**src/rtl/pipeline_hazard_controller_if.sv**
```systemverilog
`default_nettype none
// ============================================================================
// Module      : pipeline_hazard_controller_if
// Description : Hazard inputs and stage enable/flush outputs of the pipeline
//               hazard controller, grouped with directional modports.
// Revision    : 1.0 - initial release
// ============================================================================
interface pipeline_hazard_controller_if #(
    parameter int REG_AW = 5,
    parameter int CNT_W  = 16
);
    logic [REG_AW-1:0] id_rs1_i;
    logic [REG_AW-1:0] id_rs2_i;
    logic              id_use_rs1_i;
    logic              id_use_rs2_i;
    logic              ex_mem_read_i;
    logic [REG_AW-1:0] ex_rd_i;
    logic              ex_redirect_i;
    logic              imem_ready_i;
    logic              dmem_req_i;
    logic              dmem_ready_i;

    logic              pc_write_o;
    logic              if_id_write_o;
    logic              if_id_flush_o;
    logic              id_ex_write_o;
    logic              id_ex_flush_o;
    logic              ex_mem_write_o;
    logic [1:0]        ctrl_state_o;
    logic              dmem_timeout_o;
    logic [CNT_W-1:0]  stall_cycles_o;
    logic [CNT_W-1:0]  redirect_cnt_o;

    modport slave (
        input  id_rs1_i, id_rs2_i, id_use_rs1_i, id_use_rs2_i, ex_mem_read_i,
               ex_rd_i, ex_redirect_i, imem_ready_i, dmem_req_i, dmem_ready_i,
        output pc_write_o, if_id_write_o, if_id_flush_o, id_ex_write_o,
               id_ex_flush_o, ex_mem_write_o, ctrl_state_o, dmem_timeout_o,
               stall_cycles_o, redirect_cnt_o
    );

    modport master (
        output id_rs1_i, id_rs2_i, id_use_rs1_i, id_use_rs2_i, ex_mem_read_i,
               ex_rd_i, ex_redirect_i, imem_ready_i, dmem_req_i, dmem_ready_i,
        input  pc_write_o, if_id_write_o, if_id_flush_o, id_ex_write_o,
               id_ex_flush_o, ex_mem_write_o, ctrl_state_o, dmem_timeout_o,
               stall_cycles_o, redirect_cnt_o
    );
endinterface
`default_nettype wire

```
**src/rtl/pipeline_hazard_controller.sv**
```systemverilog
`default_nettype none
// ============================================================================
// Module      : pipeline_hazard_controller
// Description : Stall/flush sequencer for a 5-stage RV32I pipeline with a
//               memory-wait FSM, data-memory watchdog and perf counters.
// Revision    : 1.0 - initial release
// ============================================================================
module pipeline_hazard_controller #(
    parameter int REG_AW       = 5,
    parameter int CNT_W        = 16,
    parameter int DMEM_TIMEOUT = 255
) (
    input  wire logic                  clk_i,
    input  wire logic                  reset_n_i,
    pipeline_hazard_controller_if.slave hz
);
    typedef enum logic [1:0] {
        ST_RUN            = 2'd0,
        ST_DMEM_WAIT      = 2'd1,
        ST_FETCH_REDIRECT = 2'd2
    } state_e;

    localparam int               WD_W     = $clog2(DMEM_TIMEOUT + 1);
    localparam logic [WD_W-1:0]  WD_LIMIT = WD_W'(DMEM_TIMEOUT);
    localparam logic [CNT_W-1:0] CNT_MAX  = '1;

    state_e           state_q, state_d;
    logic [WD_W-1:0]  wd_q, wd_d;
    logic             timeout_q, timeout_d;
    logic [CNT_W-1:0] stall_q, stall_d;
    logic [CNT_W-1:0] redir_q, redir_d;

    logic w_dstall, w_luse, w_redir_take;
    logic w_pc_w, w_ifid_w, w_ifid_f, w_idex_w, w_idex_f, w_exmem_w;

    assign w_dstall = hz.dmem_req_i & ~hz.dmem_ready_i;
    assign w_luse   = hz.ex_mem_read_i & (hz.ex_rd_i != {REG_AW{1'b0}}) &
                      ((hz.id_use_rs1_i & (hz.id_rs1_i == hz.ex_rd_i)) |
                       (hz.id_use_rs2_i & (hz.id_rs2_i == hz.ex_rd_i)));

    always_ff @(posedge clk_i or negedge reset_n_i) begin
        if (!reset_n_i) begin
            state_q   <= ST_RUN;
            wd_q      <= '0;
            timeout_q <= 1'b0;
            stall_q   <= '0;
            redir_q   <= '0;
        end else begin
            state_q   <= state_d;
            wd_q      <= wd_d;
            timeout_q <= timeout_d;
            stall_q   <= stall_d;
            redir_q   <= redir_d;
        end
    end

    always_comb begin
        w_pc_w       = 1'b1;
        w_ifid_w     = 1'b1;
        w_ifid_f     = 1'b0;
        w_idex_w     = 1'b1;
        w_idex_f     = 1'b0;
        w_exmem_w    = 1'b1;
        w_redir_take = 1'b0;
        wd_d         = '0;
        state_d      = state_q;

        if (state_q == ST_FETCH_REDIRECT) begin
            // EX holds a bubble here, so redirects and load-use are not possible.
            if (w_dstall) begin
                w_pc_w    = 1'b0;
                w_idex_w  = 1'b0;
                w_exmem_w = 1'b0;
                w_ifid_f  = 1'b1;
            end else if (hz.imem_ready_i) begin
                state_d = ST_RUN;
            end else begin
                w_pc_w   = 1'b0;
                w_ifid_f = 1'b1;
            end
        end else if ((state_q == ST_RUN && w_dstall) ||
                     (state_q == ST_DMEM_WAIT && !hz.dmem_ready_i)) begin
            w_pc_w    = 1'b0;
            w_ifid_w  = 1'b0;
            w_idex_w  = 1'b0;
            w_exmem_w = 1'b0;
            state_d   = ST_DMEM_WAIT;
            if (state_q == ST_DMEM_WAIT)
                wd_d = (wd_q == WD_LIMIT) ? wd_q : wd_q + WD_W'(1);
        end else begin
            // RUN without a data stall, or the DMEM_WAIT release cycle.
            state_d = ST_RUN;
            if (hz.ex_redirect_i) begin
                w_ifid_f     = 1'b1;
                w_idex_f     = 1'b1;
                w_redir_take = 1'b1;
                if (!hz.imem_ready_i)
                    state_d = ST_FETCH_REDIRECT;
            end else if (w_luse) begin
                w_pc_w   = 1'b0;
                w_ifid_w = 1'b0;
                w_idex_f = 1'b1;
            end else if (!hz.imem_ready_i) begin
                w_pc_w   = 1'b0;
                w_ifid_f = 1'b1;
            end
        end

        timeout_d = timeout_q |
                    ((state_q == ST_DMEM_WAIT) && !hz.dmem_ready_i && (wd_d == WD_LIMIT));
        stall_d   = (!w_pc_w && stall_q != CNT_MAX) ? stall_q + CNT_W'(1) : stall_q;
        redir_d   = (w_redir_take && redir_q != CNT_MAX) ? redir_q + CNT_W'(1) : redir_q;
    end

    assign hz.pc_write_o     = reset_n_i & w_pc_w;
    assign hz.if_id_write_o  = reset_n_i & w_ifid_w;
    assign hz.if_id_flush_o  = reset_n_i & w_ifid_f;
    assign hz.id_ex_write_o  = reset_n_i & w_idex_w;
    assign hz.id_ex_flush_o  = reset_n_i & w_idex_f;
    assign hz.ex_mem_write_o = reset_n_i & w_exmem_w;
    assign hz.ctrl_state_o   = state_q;
    assign hz.dmem_timeout_o = timeout_q;
    assign hz.stall_cycles_o = stall_q;
    assign hz.redirect_cnt_o = redir_q;
endmodule
`default_nettype wire

```
**src/flat_wrapper.sv**
```systemverilog
// flat-port wrapper written by rule: the top's interface ports become plain ports
module pipeline_hazard_controller_flat 
#(
    parameter int REG_AW       = 5,
    parameter int CNT_W        = 16,
    parameter int DMEM_TIMEOUT = 255
)
  (clk_i, reset_n_i, hz_id_rs1_i, hz_id_rs2_i, hz_id_use_rs1_i, hz_id_use_rs2_i, hz_ex_mem_read_i, hz_ex_rd_i, hz_ex_redirect_i, hz_imem_ready_i, hz_dmem_req_i, hz_dmem_ready_i, hz_pc_write_o, hz_if_id_write_o, hz_if_id_flush_o, hz_id_ex_write_o, hz_id_ex_flush_o, hz_ex_mem_write_o, hz_ctrl_state_o, hz_dmem_timeout_o, hz_stall_cycles_o, hz_redirect_cnt_o);
  pipeline_hazard_controller_if #(.REG_AW(REG_AW), .CNT_W(CNT_W)) hz_i ();
  input  wire logic clk_i;
  input  wire logic reset_n_i;
  input wire logic [$bits(hz_i.id_rs1_i)-1:0] hz_id_rs1_i;
  input wire logic [$bits(hz_i.id_rs2_i)-1:0] hz_id_rs2_i;
  input wire logic [$bits(hz_i.id_use_rs1_i)-1:0] hz_id_use_rs1_i;
  input wire logic [$bits(hz_i.id_use_rs2_i)-1:0] hz_id_use_rs2_i;
  input wire logic [$bits(hz_i.ex_mem_read_i)-1:0] hz_ex_mem_read_i;
  input wire logic [$bits(hz_i.ex_rd_i)-1:0] hz_ex_rd_i;
  input wire logic [$bits(hz_i.ex_redirect_i)-1:0] hz_ex_redirect_i;
  input wire logic [$bits(hz_i.imem_ready_i)-1:0] hz_imem_ready_i;
  input wire logic [$bits(hz_i.dmem_req_i)-1:0] hz_dmem_req_i;
  input wire logic [$bits(hz_i.dmem_ready_i)-1:0] hz_dmem_ready_i;
  output wire logic [$bits(hz_i.pc_write_o)-1:0] hz_pc_write_o;
  output wire logic [$bits(hz_i.if_id_write_o)-1:0] hz_if_id_write_o;
  output wire logic [$bits(hz_i.if_id_flush_o)-1:0] hz_if_id_flush_o;
  output wire logic [$bits(hz_i.id_ex_write_o)-1:0] hz_id_ex_write_o;
  output wire logic [$bits(hz_i.id_ex_flush_o)-1:0] hz_id_ex_flush_o;
  output wire logic [$bits(hz_i.ex_mem_write_o)-1:0] hz_ex_mem_write_o;
  output wire logic [$bits(hz_i.ctrl_state_o)-1:0] hz_ctrl_state_o;
  output wire logic [$bits(hz_i.dmem_timeout_o)-1:0] hz_dmem_timeout_o;
  output wire logic [$bits(hz_i.stall_cycles_o)-1:0] hz_stall_cycles_o;
  output wire logic [$bits(hz_i.redirect_cnt_o)-1:0] hz_redirect_cnt_o;
  assign hz_i.id_rs1_i = hz_id_rs1_i;
  assign hz_i.id_rs2_i = hz_id_rs2_i;
  assign hz_i.id_use_rs1_i = hz_id_use_rs1_i;
  assign hz_i.id_use_rs2_i = hz_id_use_rs2_i;
  assign hz_i.ex_mem_read_i = hz_ex_mem_read_i;
  assign hz_i.ex_rd_i = hz_ex_rd_i;
  assign hz_i.ex_redirect_i = hz_ex_redirect_i;
  assign hz_i.imem_ready_i = hz_imem_ready_i;
  assign hz_i.dmem_req_i = hz_dmem_req_i;
  assign hz_i.dmem_ready_i = hz_dmem_ready_i;
  assign hz_pc_write_o = hz_i.pc_write_o;
  assign hz_if_id_write_o = hz_i.if_id_write_o;
  assign hz_if_id_flush_o = hz_i.if_id_flush_o;
  assign hz_id_ex_write_o = hz_i.id_ex_write_o;
  assign hz_id_ex_flush_o = hz_i.id_ex_flush_o;
  assign hz_ex_mem_write_o = hz_i.ex_mem_write_o;
  assign hz_ctrl_state_o = hz_i.ctrl_state_o;
  assign hz_dmem_timeout_o = hz_i.dmem_timeout_o;
  assign hz_stall_cycles_o = hz_i.stall_cycles_o;
  assign hz_redirect_cnt_o = hz_i.redirect_cnt_o;
  pipeline_hazard_controller #(.REG_AW(REG_AW), .CNT_W(CNT_W), .DMEM_TIMEOUT(DMEM_TIMEOUT)) u_core (.clk_i(clk_i), .reset_n_i(reset_n_i), .hz(hz_i));
endmodule
```
**config.mk**
```make
export PLATFORM = sky130hd
export DESIGN_NAME = pipeline_hazard_controller_flat
export DESIGN_NICKNAME = d
export VERILOG_FILES = /design/src/rtl/pipeline_hazard_controller_if.sv /design/src/rtl/pipeline_hazard_controller.sv /design/src/flat_wrapper.sv
export SDC_FILE = /design/constraint.sdc
export NUM_CORES = 1
export LEC_CHECK = 0
export BUFFER_PORTS_ARGS = -buffer_cell sky130_fd_sc_hd__buf_2
export CAP_MARGIN = 20
export CELL_PAD_IN_SITES_DETAIL_PLACEMENT = 0
export CELL_PAD_IN_SITES_GLOBAL_PLACEMENT = 1
export CORE_MARGIN = 2
export CORE_UTILIZATION = 36
export CTS_CLUSTER_DIAMETER = 80
export CTS_CLUSTER_SIZE = 20
export DETAILED_ROUTE_END_ITERATION = 12
export GPL_ROUTABILITY_DRIVEN = 1
export PLACE_DENSITY_LB_ADDON = 0.1
export SLEW_MARGIN = 20
export SYNTH_ARGS = -nofsm -noshare
export SYNTH_HDL_FRONTEND = slang
export SYNTH_SLANG_ARGS = --single-unit
export TNS_END_PERCENT = 100
```
**constraint.sdc**
```tcl
create_clock -name clk_i -period 2 [get_ports clk_i]
set_input_delay 0.1 -clock clk_i [delete_from_list [all_inputs] [get_ports clk_i]]
set_output_delay 0.1 -clock clk_i [all_outputs]
set_load 0.01 [all_outputs]
```
==> qor.yml, run 1 <==
drc: 0
dieWidth_um: 85.78
n_fill_cell: 646
layout_commonest_cell: "buf_2"
initial_utilization_pct: 37.48
clock_sinks: 43
synth_area_leaders: "dfrtp_1, xnor2_1, xor2_1, nand2_1, nand3_1"
port_buffers: 64
synth_top_area_share_pct: 44.70
drv_slew: 0
regArea_um2: 1076
num_rows: 29
worst_slew_pin_slew_ns: 0.4022
rsz0062_at_grt: "no"
drive_above_1_share_pct: 32.82
max_cap_viol_count: 0
ys_seq_elements: 43
multi_input_area_um2: 1279
drt_iter0_markers: 88
synthCells: 242
area_delta_synth_final_pct: 25.31
mostFrequentLayoutCells: "buf_2, dfrtp_1, nand2_1, xnor2_1, xor2_1"
grt_pass1_wl_mm: 8.852
path_max_fanout: 14
ys_seq_area_share_pct: 44.70
worst_ep_arrival_time_ns: 2.10
post_cts_buffers: 0
avgRoutedWirePerCell_um: 12.91
cts_buffers: 5
postRouteAntennaNets: 0
overflow: 0
n_antenna_cell: 0
ios: 65
start_kind: "flip-flop"
dp_hpwl_mm: 3.956
first_pass_iters: 6
power_density_nw_per_um2: 865.3
finalClockSkew_ns: 0.005363
path_class: "flip-flop to flip-flop"
setup_tns_ns: 0
antenna_found_initial: 0
cts.path.max_buffers: 2
place_congestion: 0.7493
postSynthAreaPerCell_um2: 9.948
leakage_nw: 1.436
synthesis.area_um2: 2407
grt.total_usage_pct: 15.03
num_vias: 1996
grt_max_degree: 33
postRouteWirelength_mm: 5.165
grt_pass1_vias: 1846
status: "finished clean"
synthFlopType: "dfrtp_1"
root_buffer: "clkbuf_8"
fin_crit_sh_pct: 95.56
power_mw: 2.610
placed_area_um2: 2884
ir_drop_mv: 0.5408
utilization_pct: 46.97
hold_viol_final: 0
cts_tree: "built"
synth_cell_type_count: 46
design.die.area_um2: 7357
period_needed_ns: 1.911
synth_edf_count: 0
cp_data_required_time_ns: 2.18
fin_area_um2: 3017
post_drt_via_cell_ratio: 4.990
yosys_warnings: 0
fin_nets: 349
async_reset_ff_share_pct: 100.0
clk_latency_ns: 0.29
synth.largest_area_cell: "dfrtp_1"
maxSlewHeadroom_pct: 73.19
core_area_um2: 6422
die_y_um: 85.78
cts.htree.levels: 2
critPathCaptureType: "flip-flop"
clock.fmax_mhz: 523.2
synth_fp_nets: 269
hold_class: "input pin to flip-flop"
clk_pin_slew_ns: 0.08
setup_viol: 0
==> report_power, final <==
group / internal [mW] / switching (mW)
Sequential: 1.02 / 0.149
Combinational: 0.379 / 0.440
Clock: 0.314 / 0.303
Total: 1.72 / 0.892
==> routing by layer <==
layer / wire (µm) / GRT usage (%) / vias to the layer above
met5: 0 / 0 / -
met4: 70 / 4.762 / 0
met3: 216 / 3.176 / 6
met2: 2243 / 22.37 / 45
met1: 2635 / 21.90 / 932
li1: - / - / 1013
==> area by class of cell <==
cell class / instances / share of cell area (%)
Timing Repair Buffer: 79 / 14.43
Tap cell: 77 / 3.194
Sequential cell: 43 / 35.67
Inverter: 7 / 0.8710
Multi-Input combinational cell: 186 / 42.39
Clock buffer: 7 / 3.194
Clock inverter: 1 / 0.2489
==> cells by family (layout without fill, tap and decap cells) <==
logic type	Yosys count	count (layout)	synth area share (%)
AOI/OAI and AO/OA	25	25	7.692
xor gates and xnor gates	42	42	15.28
adders and majority gates	3	3	1.559
buffers and inverters	13	94	2.963
DFF	43	43	44.70
muxes	6	6	2.703
and+or+nand+nor	110	110	25.10
==> state kept, by name, indices dropped and copies added, names as in the netlist <==
register	count
u_core.hz.stall_cycles_o	16
u_core.hz.ctrl_state_o	2
u_core.wd_q	8
u_core.hz.redirect_cnt_o	16
u_core.hz.dmem_timeout_o	1
==> worst max-delay path, stage by stage (launching register included) <==
cell and delay, ns:
dfrtp_1 0.41, and3_1 0.21, and3_4 0.19, and3_4 0.19
a21o_4 0.26, nor2_2 0.19, mux2_2 0.35
==> through the flow <==
stage	setup WS, ns	instances	hold slack [ns]
2_1_floorplan	0.02844	242	-0.1956
3_3_place_gp	0.1232	391	0.02833
3_5_place_dp	0.04281	391	0.03385
4_1_cts	0.03161	400	0.07805
5_1_grt	0.00007150	400	0.1060
6_report	0.08874	400	0.08862
==> synth_stat cells, drive strengths merged (2+ instances only) <==
library cell  instances
dfrtp                43
nand2                24
xnor2                24
nor2                 18
xor2                 18
nand3                14
nor3                 14
nor4                  9
and3                  8
nand4                 8
inv                   7
a21oi                 6
buf                   6
o21ai                 6
mux2                  4
and2                  3
ha                    3
nand2b                3
a211oi                2
a21boi                2
a31oi                 2
mux2i                 2
or2                   2
==> path summary, 6_finish.rpt <==
| kind | from | end | slack [ns] | cells past startpoint |
|---|---|---|---|---|
| max | u_core.hz.stall_cycles_o[6]$_DFFE_PN0P_ | u_core.hz.stall_cycles_o[1]$_DFFE_PN0P_ | 0.09 | 6 |
| min | hz_dmem_ready_i | u_core.hz.ctrl_state_o[1]$_DFFE_PN0P_ | 0.09 | 3 |
| max reg2reg | u_core.hz.stall_cycles_o[6]$_DFFE_PN0P_ | u_core.hz.stall_cycles_o[1]$_DFFE_PN0P_ | 0.09 | 6 |
| min reg2reg | u_core.hz.dmem_timeout_o$_DFF_PN0_ | u_core.hz.dmem_timeout_o$_DFF_PN0_ | 0.47 | 1 |
| max in group asynchronous | reset_n_i | u_core.hz.redirect_cnt_o[10]$_DFFE_PN0P_ | 1.04 | 3 |
| min in group asynchronous | reset_n_i | u_core.hz.stall_cycles_o[9]$_DFFE_PN0P_ | 0.24 | 2 |
==> what timing repair did <==
item	in CTS	in global routing
endpoints found under the hold margin	11	0
resized for setup	0	4
hold buffers	1	0
endpoints found under the setup margin	0	7
Note: power is estimated with default switching activity, not from simulation.
==> run 2: changes to the inputs <==
--- a/config.mk
+++ b/config.mk
@@ -5,12 +5,13 @@
 export SDC_FILE = /design/constraint.sdc
 export NUM_CORES = 1
 export LEC_CHECK = 0
+export ABC_AREA = 1
 export BUFFER_PORTS_ARGS = -buffer_cell sky130_fd_sc_hd__buf_2
 export CAP_MARGIN = 20
 export CELL_PAD_IN_SITES_DETAIL_PLACEMENT = 0
 export CELL_PAD_IN_SITES_GLOBAL_PLACEMENT = 1
 export CORE_MARGIN = 2
-export CORE_UTILIZATION = 36
+export CORE_UTILIZATION = 41
 export CTS_CLUSTER_DIAMETER = 80
 export CTS_CLUSTER_SIZE = 20
 export DETAILED_ROUTE_END_ITERATION = 12
==> constraint.sdc (replaced) <==
create_clock -name clk_i -period 2.4 [get_ports clk_i]
set_input_delay 0.12 -clock clk_i [delete_from_list [all_inputs] [get_ports clk_i]]
set_output_delay 0.12 -clock clk_i [all_outputs]
set_load 0.01 [all_outputs]
==> qor.yml, run 2 <==
ff2ff_setup_slack_ns: 0.39  # +0.30 ns
utilization_pct: 49.62  # +2.7 points
critPathCaptureType: "output pin"
worst_ep_arrival_time_ns: 1.89  # -0.21 ns
p_clk_share_pct: 24.9  # +1.3 points
antenna_found_initial: 0  # unchanged
status: "finished clean"
yosys_warnings: 0  # unchanged
synth_most_common_cell: "nand2_1"
num_rows: 29  # unchanged
reg2reg_depth: 8  # +2
n_antenna_cell: 0  # unchanged
grt_max_degree: 31  # -6.1%
period_needed_ns: 2.009
setup_viol: 0  # unchanged
drv_slew: 0  # unchanged
comb_power_share_pct: 26.1  # -5.3 points
design.die.area_um2: 7155  # -2.8%
mostFrequentLayoutCells: "nand2_1, buf_2, inv_1"
dp_hpwl_mm: 4.565  # +15%
place_congestion: 0.8283  # +11%
cts_buffers: 5  # unchanged
cts_tree: "built"
synth_area_leaders: "dfrtp_1, nand2_1, nand3_1, inv_1, nor2_1"
grt_pass1_vias: 2367  # +28%
die_y_um: 84.59  # -1.4%
path_delay_family: "simple AND/OR/NAND/NOR gates"
rr_endpoint: "u_core.hz.redirect_cnt_o[7]$_DFFE_PN0P_"
dieWidth_um: 84.59  # -1.4%
max_cap_viol_count: 0  # unchanged
synth_edf_count: 0  # unchanged
rr_startpoint: "u_core.hz.ctrl_state_o[1]$_DFFE_PN0P_"
overflow: 0  # unchanged
synth_cell_type_count: 30  # -35%
setup_tns_ns: 0  # unchanged
layout_commonest_cell: "nand2_1"
synth_top_area_share_pct: 40.41  # -4.3 points
cts.path.max_buffers: 2  # unchanged
postCtsHoldBufs: 1  # unchanged
clock.fmax_mhz: 497.7
finalClockSkew_ns: 0.01194  # +0.006577 ns
drc: 0  # unchanged
avgRoutedWirePerCell_um: 11.59  # -10%
postRouteAntennaNets: 0  # unchanged
fin_crit_sh_pct: 83.72
synthFlopType: "dfrtp_1"
ys_seq_area_share_pct: 40.41  # -4.3 points
p_seq_share_pct: 49.0  # +4.0 points
area_delta_synth_final_pct: 17.67
start_kind: "flip-flop"
synth.largest_area_cell: "dfrtp_1"
hold_class: "input pin to flip-flop"
cp_cell_sequence: "inv_1 > nand2_1 > a21oi_2 > inv_2 > a21oi_2 > nand2_1 > nand2_2 > nor2_1 > buf_2"
core_area_um2: 6314  # -1.7%
grt_pass1_wl_mm: 10.47  # +18%
clock_sinks: 43  # unchanged
cts.htree.levels: 2  # unchanged
n_fill_cell: 676  # +4.6%
drive_above_1_share_pct: 19.72  # -13 points
power_density_nw_per_um2: 612.3  # -29%
worstSetupPathDepth: 9  # +3
path_max_fanout: 20  # +6
worst_slew_pin_slew_ns: 0.4502  # +0.04804 ns
maxSlewHeadroom_pct: 69.75  # -3.4 points
power.net_switching_uw: 673.1  # -25%
yosys-top-cells-count: "nand2_1, inv_1, dfrtp_1, nor2_1, nand3_1"
initial_utilization_pct: 42.17  # +4.7 points
ios: 65  # unchanged
endpoint: "hz_pc_write_o"
rsz0062_at_grt: "no"
max_stage_delay_ns: 0.40  # about the same
postSynthAreaPerCell_um2: 7.216  # -27%
leakage_nw: 1.718  # +20%
num_vias: 2500  # +25%
p_sw_share_pct: 35.09  # +0.90 points
drt_iter0_markers: 125  # +42%
port_buffers: 64  # unchanged
synth_fp_nets: 396  # +47%
ir_drop_mv: 0.4840  # -11%
slowest_stage: "dfrtp_1"
ys_seq_elements: 43  # unchanged
post_cts_buffers: 0  # unchanged
hold_slack_ns: 0.06141  # -0.02721 ns
path_class: "flip-flop to output pin"
critPathBufInv: 3  # +3
cp_data_required_time_ns: 2.28  # +0.10 ns
fin_nets: 463  # +33%
hold_viol_final: 0  # unchanged
post_drt_via_cell_ratio: 4.873  # -2.3%
p_int_mw: 1.245  # -28%
post_cts_resize_count: 0  # unchanged
crit_start: "u_core.hz.ctrl_state_o[1]$_DFFE_PN0P_"
clk_pin_slew_ns: 0.07  # about the same
synthesis.area_um2: 2663  # +11%
root_buffer: "clkbuf_8"
clk_latency_ns: 0.30  # about the same
async_reset_ff_share_pct: 100.0  # unchanged
synthCells: 369  # +52%
postRouteWirelength_mm: 5.945  # +15%
grt.total_usage_pct: 17.62  # +2.6 points
first_pass_iters: 4  # -2
==> run 2: cell count changes in the layout (fill, tap and decap cells not counted), moves of 4 or more <==
cell / previous run / this run
and3_1: 6 / 0
nand3_1: 14 / 34
xnor2_1: 24 / 12
inv_1: 7 / 44
buf_4: 14 / 1
nand2_1: 24 / 119
xor2_1: 18 / 14
nor3_1: 13 / 6
o21ai_0: 4 / 11
nor2_1: 17 / 40
nor4_2: 6 / 0
==> run 2: logic make-up after synthesis <==
family / share of synthesized area, %
simple gates: 35.57
compound gates: 5.498
xor+xnor: 8.553
buf+inv: 8.553
flops: 40.41
fa+ha+maj: 1.410
==> run 2: how the worst min path moves through the flow <==
stage,start,endpoint,slack [ns],depth (start not counted)
3_5_place_dp,reset_n_i,u_core.wd_q[5]$_DFF_PN0_,0.06,1
4_1_cts,hz_imem_ready_i,u_core.hz.ctrl_state_o[1]$_DFFE_PN0P_,0.06,2
6_report,hz_imem_ready_i,u_core.hz.ctrl_state_o[1]$_DFFE_PN0P_,0.06,2
5_1_grt,hz_imem_ready_i,u_core.hz.ctrl_state_o[1]$_DFFE_PN0P_,0.05,2
3_3_place_gp,reset_n_i,u_core.wd_q[5]$_DFF_PN0_,0.06,1
2_1_floorplan,reset_n_i,u_core.hz.ctrl_state_o[0]$_DFFE_PN0P_,-0.18,0
==> run 2: through the flow <==
step,power (mW),instance area [µm²],instances,worst slack [ns]
3_5_place_dp,1.456,3035,505,0.3787
6_report,1.918,3133,513,0.3907
3_3_place_gp,1.448,3035,505,0.4327
2_1_floorplan,1.259,2663,369,0.7028
4_1_cts,1.935,3133,513,0.3712
5_1_grt,2.054,3133,513,0.1756
==> run 2: routing by layer <==
metal,part of all wire (%),vias to the layer above,track usage [%]
met2,47,48,29.21
met4,0.99,0,4.762
met5,0,-,0
met3,3.9,4,3.343
met1,48,1151,23.64
li1,-,1297,-
==> run 2: power groups by stage <==
| stage | Sequential, mW | Clock, mW | Combinational (mW) |
|---|---|---|---|
| 2_1_floorplan | 0.977 | 0 | 0.282 |
| 3_3_place_gp | 0.953 | 0 | 0.495 |
| 3_5_place_dp | 0.956 | 0 | 0.500 |
| 4_1_cts | 0.942 | 0.488 | 0.505 |
| 5_1_grt | 0.967 | 0.519 | 0.568 |
| 6_report | 0.941 | 0.478 | 0.500 |
==> run 2: layout make-up <==
type	instances	area, µm²	share of cell area (%)
clock buffer	6	82.58	2.636
clock inverter	1	5.005	0.1597
inverter	47	176.4	5.631
multi-input combinational	273	1359	43.37
sequential	43	1076	34.35
tap	77	96.34	3.075
timing repair buffer	66	337.8	10.78
